**src/rtl/hsv_to_rgb.sv**
```systemverilog
// HSV to RGB colour converter for the PWM LED drivers.
// Fixed-latency pipeline: one sample per clock, result three edges after capture.
module hsv_to_rgb #(
    parameter int WIDTH = 8
) (
    input  logic             clk,
    input  logic             reset,
    input  logic             in_valid,
    input  logic [WIDTH-1:0] hue,
    input  logic [WIDTH-1:0] sat,
    input  logic [WIDTH-1:0] value,
    output logic             out_valid,
    output logic [WIDTH-1:0] r,
    output logic [WIDTH-1:0] g,
    output logic [WIDTH-1:0] b
);

    localparam logic [WIDTH-1:0] MAX = '1;
    localparam int HW = WIDTH + 3;
    localparam int PW = 2 * WIDTH;

    // ---------------- Stage 1: hue scaling ----------------
    logic             v1_reg;
    logic [HW-1:0]    h6_reg;
    logic [WIDTH-1:0] sat1_reg;
    logic [WIDTH-1:0] val1_reg;
    logic             zero1_reg;

    always_ff @(posedge clk) begin
        if (reset) begin
            v1_reg    <= 1'b0;
            h6_reg    <= '0;
            sat1_reg  <= '0;
            val1_reg  <= '0;
            zero1_reg <= 1'b0;
        end else begin
            v1_reg <= in_valid;
            if (in_valid) begin
                h6_reg    <= {3'b000, hue} * HW'(6);
                sat1_reg  <= sat;
                val1_reg  <= value;
                zero1_reg <= (sat == '0);
            end
        end
    end

    // ---------------- Stage 2: saturation terms ----------------
    logic [WIDTH-1:0] f1;
    logic [WIDTH-1:0] fc1;
    logic [2:0]       sec1;

    assign sec1 = h6_reg[HW-1:WIDTH];
    assign f1   = h6_reg[WIDTH-1:0];
    assign fc1  = MAX - f1;

    logic             v2_reg;
    logic [PW-1:0]    sf_reg;
    logic [PW-1:0]    sfc_reg;
    logic [WIDTH-1:0] nsat_reg;
    logic [WIDTH-1:0] val2_reg;
    logic [2:0]       sec2_reg;
    logic             zero2_reg;

    always_ff @(posedge clk) begin
        if (reset) begin
            v2_reg    <= 1'b0;
            sf_reg    <= '0;
            sfc_reg   <= '0;
            nsat_reg  <= '0;
            val2_reg  <= '0;
            sec2_reg  <= '0;
            zero2_reg <= 1'b0;
        end else begin
            v2_reg <= v1_reg;
            if (v1_reg) begin
                sf_reg    <= {{WIDTH{1'b0}}, sat1_reg} * {{WIDTH{1'b0}}, f1};
                sfc_reg   <= {{WIDTH{1'b0}}, sat1_reg} * {{WIDTH{1'b0}}, fc1};
                nsat_reg  <= MAX - sat1_reg;
                val2_reg  <= val1_reg;
                sec2_reg  <= sec1;
                zero2_reg <= zero1_reg;
            end
        end
    end

    // ---------------- Stage 3: value products ----------------
    logic [WIDTH-1:0] qf2;
    logic [WIDTH-1:0] tf2;
    logic [PW-1:0]    p_prod;
    logic [PW-1:0]    q_prod;
    logic [PW-1:0]    t_prod;

    assign qf2    = MAX - sf_reg[PW-1:WIDTH];
    assign tf2    = MAX - sfc_reg[PW-1:WIDTH];
    assign p_prod = {{WIDTH{1'b0}}, val2_reg} * {{WIDTH{1'b0}}, nsat_reg};
    assign q_prod = {{WIDTH{1'b0}}, val2_reg} * {{WIDTH{1'b0}}, qf2};
    assign t_prod = {{WIDTH{1'b0}}, val2_reg} * {{WIDTH{1'b0}}, tf2};

    logic             v3_reg;
    logic [WIDTH-1:0] p_reg;
    logic [WIDTH-1:0] q_reg;
    logic [WIDTH-1:0] t_reg;
    logic [WIDTH-1:0] val3_reg;
    logic [2:0]       sec3_reg;
    logic             zero3_reg;

    always_ff @(posedge clk) begin
        if (reset) begin
            v3_reg    <= 1'b0;
            p_reg     <= '0;
            q_reg     <= '0;
            t_reg     <= '0;
            val3_reg  <= '0;
            sec3_reg  <= '0;
            zero3_reg <= 1'b0;
        end else begin
            v3_reg <= v2_reg;
            if (v2_reg) begin
                p_reg     <= p_prod[PW-1:WIDTH];
                q_reg     <= q_prod[PW-1:WIDTH];
                t_reg     <= t_prod[PW-1:WIDTH];
                val3_reg  <= val2_reg;
                sec3_reg  <= sec2_reg;
                zero3_reg <= zero2_reg;
            end
        end
    end

    // ---------------- Sector select and output register ----------------
    logic [WIDTH-1:0] r_next;
    logic [WIDTH-1:0] g_next;
    logic [WIDTH-1:0] b_next;

    always_comb begin
        r_next = val3_reg;
        g_next = val3_reg;
        b_next = val3_reg;
        case (sec3_reg)
            3'd0: begin r_next = val3_reg; g_next = t_reg;    b_next = p_reg;    end
            3'd1: begin r_next = q_reg;    g_next = val3_reg; b_next = p_reg;    end
            3'd2: begin r_next = p_reg;    g_next = val3_reg; b_next = t_reg;    end
            3'd3: begin r_next = p_reg;    g_next = q_reg;    b_next = val3_reg; end
            3'd4: begin r_next = t_reg;    g_next = p_reg;    b_next = val3_reg; end
            3'd5: begin r_next = val3_reg; g_next = p_reg;    b_next = q_reg;    end
            default: ;
        endcase
        // Grey override wins over the sector result so sat==0 is exact.
        if (zero3_reg) begin
            r_next = val3_reg;
            g_next = val3_reg;
            b_next = val3_reg;
        end
    end

    always_ff @(posedge clk) begin
        if (reset) begin
            out_valid <= 1'b0;
            r         <= '0;
            g         <= '0;
            b         <= '0;
        end else begin
            out_valid <= v3_reg;
            if (v3_reg) begin
                r <= r_next;
                g <= g_next;
                b <= b_next;
            end
        end
    end

endmodule
```
**config.mk**
```make
export PLATFORM = sky130hd
export DESIGN_NAME = hsv_to_rgb
export DESIGN_NICKNAME = d
export VERILOG_FILES = /design/src/rtl/hsv_to_rgb.sv
export SDC_FILE = /design/constraint.sdc
export NUM_CORES = 1
export LEC_CHECK = 0
export BUFFER_PORTS_ARGS = -buffer_cell sky130_fd_sc_hd__buf_2
export CAP_MARGIN = 20
export CORE_UTILIZATION = 45
export CTS_CLUSTER_DIAMETER = 100
export DETAILED_ROUTE_END_ITERATION = 10
export GPL_TIMING_DRIVEN = 0
export REMOVE_ABC_BUFFERS = 1
export SETUP_SLACK_MARGIN = 0.5
export SLEW_MARGIN = 25
export SYNTH_ARGS = -nofsm -noshare
export SYNTH_HDL_FRONTEND = slang
export SYNTH_SLANG_ARGS = --single-unit
export TNS_END_PERCENT = 20
```
**constraint.sdc**
```tcl
create_clock -name clk -period 9 [get_ports clk]
set_input_delay 1.35 -clock clk [delete_from_list [all_inputs] [get_ports clk]]
set_output_delay 1.35 -clock clk [all_outputs]
set_load 0.1 [all_outputs]
```
---- Word level (Yosys, flattened, before mapping) ----
Cells that the tools add are included.
word-level totals
  register bits ........................... 143
  logic and storage cells ................. 49
cells by class
  $add $sub $neg .......................... 4
  multipliers ............................. 6
  eq/ne operators ......................... 5
  multiplexer cells ....................... 6
  reductions and logical operators ........ 5
operator list
  operator              number
  $pmux 8 s3            3
  $mul 8x8->16          4
  $sub 8x8->8 const A   4
  $mux 8                3
  $mul 8x7->15          1
  $mul 8x2->10 const B  1
  $logic_not 8->1       1
  $eq 3x2->1 const B    2
  $eq 3x3->1 const B    2
  $reduce_or 2->1       3
  $eq 3x1->1 const B    1
  $logic_not 3->1       1

---- Logic depth before layout (Yosys ltp) ----
  depth in word-level cells ............... 4
  mapped depth ............................ 17

---- Worst setup path before layout ----
Ideal clock, no wire load.
  path type ............................... register to register
  start point ............................. reg val2_reg[6]
  end point ............................... reg p_reg[6]
  arrival time ............................ 4342 ps
  required time ........................... 8883 ps
  path slack .............................. 4540 ps
  stages on the path, launching flop included .. 16
  buffers on the path ..................... 1
  period minus slack after synthesis ...... 4460 ps
  cells stage by stage .................... dfxtp_1 > clkbuf_1 > and2_1 > fa_1 > inv_1 > fa_1 > fa_1 > fa_1 > inv_1 > ha_1 > and2_4 > a221oi_2 > a2bb2oi_1 > a31oi_1 > or3_1 > a32o_1
on the way
  longest elaborated chain between the ends .. 1
ends and longest elaborated chain
  element                 RTL line  RTL
  from (decl)             60        logic [WIDTH-1:0] val2_reg;
  from (signal assigned)  79        val2_reg <= val1_reg;
  $mul 8x8->16            95        assign p_prod = {{WIDTH{1'b0}}, val2_reg} * {{WIDTH{1'b0}}, nsat_reg};
  to (signal assigned)    119       p_reg <= p_prod[PW-1:WIDTH];
  to (decl)               100       logic [WIDTH-1:0] p_reg;
No other way between the ends.
A chain may end at the register's enable or synchronous reset.

---- Worst setup path in the final report ----
  start point ............................. reg val2_reg[0]
  end point ............................... reg t_reg[5]
on the way
  longest elaborated chain between the ends .. 1
ends and longest elaborated chain
  element               RTL line  RTL
  $mul 8x8->16          97        assign t_prod = {{WIDTH{1'b0}}, val2_reg} * {{WIDTH{1'b0}}, tf2};
  to (signal assigned)  121       t_reg <= t_prod[PW-1:WIDTH];
  to (decl)             102       logic [WIDTH-1:0] t_reg;
No other way between the ends.

==> key figures <==
Yosys
  • Warnings, synthesis: 0
  • Cell variety after synth: 74
  • Prevailing post-synth register cell: dfxtp_1
  • Post-Syn Area: 0.0149 mm²
  • Seq/Total Area, Yosys: 17.1%
  • Ys async rst share: 0%
  • #FFs+latches synth: 127
  • Synth Instances: 1639
  • Post-synth EDFFs: 0
  • Syn_area_per_cell: 9.07 µm²

Worst setup path
  • Crit-path max cell delay: 0.94 ns
  • RR Startpoint: val2_reg[0]$_SDFFE_PP0P_
  • R2R depth: 15
  • CP dominant cell by count: fa_1
  • Crit path max fanout: 23
  • Setup crit start: val2_reg[0]$_SDFFE_PP0P_
  • Crit path DAT: 5.34 ns
  • Critical path startpoint category: flop
  • WP data required: 9.32 ns
  • CP Capture Point: t_reg[5]$_SDFFE_PP0P_
  • CP Cell Sequence: nand2b_1 -> fa_1 -> fa_1 -> inv_1 -> fa_1 -> inv_1 -> fa_1 -> inv_1 -> ha_1 -> a211oi_1 -> o21ai_1 -> a21oi_1 -> o21ai_0 -> xor2_1 -> a22o_1
  • Critical path buffers and inverters: 3
  • Levels on crit path: 15
  • Delay-heaviest family, CP: adder cells
  • Critical Path End Type: flop
  • Crit-path slowest cell: dfxtp_1
  • R2r setup slk: 3.98 ns
  • Critical path class: reg -> reg
  • Reg2reg end: t_reg[5]$_SDFFE_PP0P_

Cells and area
  • Area delta synth->final: 7.70%
  • Core Util, Final: 49.2%
  • Diode count: 0
  • Most common cell after layout, fill and taps aside: inv_1
  • Final instance area: about 0.016 mm²
  • # fillers: 3210
  • Layout cell share with drive strength beyond 1: 7.37%
  • Most frequent cells in the layout: inv_1, ha_1, fa_1
  • Max reg flops: 10
  • Layout Nets: 1997

GRT
  • Total global-route track usage: around a fifth
  • GRT overflow: 0
  • Vias in the first global route: 11300
  • Largest net degree at the start of global routing: 82
  • Antenna violations before repair: 0
  • Global-route wire length before repair: 56900 µm

Status
  • Status: complete, no violations

Die
  • Initial Util: 45.7%
  • IO Pins: between 50 and 60
  • Rows: 66
  • Die footprint: 0.0338 mm²
  • Die H: 184 µm
  • Core area: 0.0325 mm²
  • Die Wd: 184 µm

Clock network
  • CTS tree: built
  • CTS max path bufs: 2
  • CTS Hold Bufs: 0
  • Clock sinks: 127
  • Clock slew at the register clock pins of the worst setup and hold paths: 0.06 ns
  • Clock H-tree levels: 4
  • Clk_lat worst skew: approximately 0.43 ns
  • CTS Root Cell: clkbuf_16
  • Cts repair resizes: 0
  • Post-CTS setup buffers: 0
  • CTS Buf Count: 17

Drt
  • Residual DRC count: 0
  • Final WL: 33000 µm
  • Vias post-DR: 11100
  • Drt pass-1 iters: 5
  • Vias/cell: 5.30
  • Wire length per cell: about 16 µm
  • 1st-iter DRT viols: roughly 600
  • Post-DRT Antenna Nets: 0

Timing
  • Setup ws final: 3.98 ns
  • Unrepaired setup endpoints after global routing: false
  • Final min period: between 5 and 6 ns
  • Worst Skew: 0.0119 ns
  • FMAX: 199 MHz
  • Slew Viols, Final: 0
  • Period utilization: 55.8%
  • Max-slew headroom: 33.3%
  • Setup Viol. Count Final: 0
  • Final hold vios: 0
  • Slew @ Worst Pin: 0.999 ns
  • Post-route setup TNS: 0 ns

Power and ir drop
  • Sw frac: 33.9%
  • Power per cell area: 111 mW/mm²
  • Clock power frac: 37.7%
  • Logic pwr share: 25.0%
  • Pleak: 7.99 nW
  • Sequential Power Share: 37.3%
  • Max IR drop VDD: 0.120 mV
  • Switch Pwr: 0.000599 W
  • Internal power: between 0.001 and 0.0015 W
  • Power, Total: around 0.0018 W

Placed design
  • Setup Slack @ Placement: between 3 and 4 ns
  • Port Buffers: 51
  • DP Area: about 0.015 mm²
  • Dpl hpwl: between 20000 and 25000 µm
  • Gpl congestion: ~0.84

Min path
  • Hold crit path type: reg -> reg

Flow run
  • Max Cap Violations: 0
## cells in the mapped netlist, types with 6 or more instances
master	n	area (µm²)
o21ai_0	21	105
inv_1	210	788
o211ai_1	36	270
ha_1	172	2150
nand2_1	61	229
clkbuf_1	62	233
nand4_1	6	37.5
xor2_1	15	131
a21o_1	19	143
mux2i_1	63	631
dfxtp_1	127	2540
nor3b_1	7	52.6
a21oi_1	57	285
nand2b_1	74	463
xnor2_1	15	131
a221oi_1	9	78.8
nor2_1	106	398
buf_1	12	45.0
a22o_1	9	78.8
and3_1	7	43.8
fa_1	169	3380
o21a_1	6	45.0
a22oi_1	10	75.1
a21boi_0	8	60.1
nor3_1	6	30.0
a211oi_1	15	113
and2_1	93	582
nand3_1	16	80.1
o21bai_1	6	45.0
mux2_2	8	90.1
buf_2	7	35.0
nor2b_1	122	763
## worst register-to-register path, delay by kind of cell, from the launching register on
family                   cells  cell delay [ns]
AND/OR/NAND/NOR              1             0.18
AO/OA/AOI/OAI                5             1.24
adder cells (fa/ha/maj)      5             2.24
flip-flops                   1             0.94
XOR/XNOR                     1             0.17
buffers and inverters        3             0.14
## worst min-delay path by stage
stage	start	to	slack [ns]	cells past startpoint
floorplan	zero1_reg$_SDFFE_PP0P_	zero1_reg$_SDFFE_PP0P_	0.44	2
global placement	b[6]$_SDFFE_PP0P_	b[6]$_SDFFE_PP0P_	0.45	2
detailed placement	r[7]$_SDFFE_PP0P_	r[7]$_SDFFE_PP0P_	0.46	2
CTS	r[7]$_SDFFE_PP0P_	r[7]$_SDFFE_PP0P_	0.47	2
global route	g[7]$_SDFFE_PP0P_	g[7]$_SDFFE_PP0P_	0.48	2
finish	r[7]$_SDFFE_PP0P_	r[7]$_SDFFE_PP0P_	0.46	2
## power groups by stage
stage / Combinational (W) / Clock [W] / Sequential (W)
after global placement: 0.000430 / 0 / 0.000675
after global routing: 0.000519 / 0.000712 / 0.000666
after detailed placement: 0.000446 / 0 / 0.000672
after floorplan: 0.000333 / 0 / 0.000639
after CTS: 0.000451 / 0.000681 / 0.000660
final: 0.000443 / 0.000667 / 0.000660
## area by class of cell
type	instances	area, µm²	area share [%]
multi-input cells	1217	11200	70.0
flip-flops and latches	127	2550	16.0
inverters	212	796	4.97
well taps	442	553	3.45
clock buffers	18	439	2.74
repair buffers	54	337	2.10
clock inverters	14	129	0.805
## routing by layer
layer,GRT usage (%),vias up,routed length [µm]
met4,4.70,0,420
li1,-,5396,-
met3,2.73,23,894
met2,35.1,175,15700
met5,0,-,0
met1,28.6,5457,16000
## metrics by stage
stage	hold slack, ns	cells
finish	0.465	2084
global route	0.481	2084
CTS	0.469	2084
detailed placement	0.459	2052
global placement	0.454	2049
floorplan	0.443	1556
## cell families after synthesis
group,count (synthesis),share of synthesized area [%]
xor gates and xnor gates,30,1.77
and+or+nand+nor,528,19.6
DFF,127,17.1
muxes,71,4.85
AOI/OAI and AO/OA,247,11.8
adders and majority gates,341,37.2
buffers and inverters,295,7.60
(Power assumes the default switching activity.)
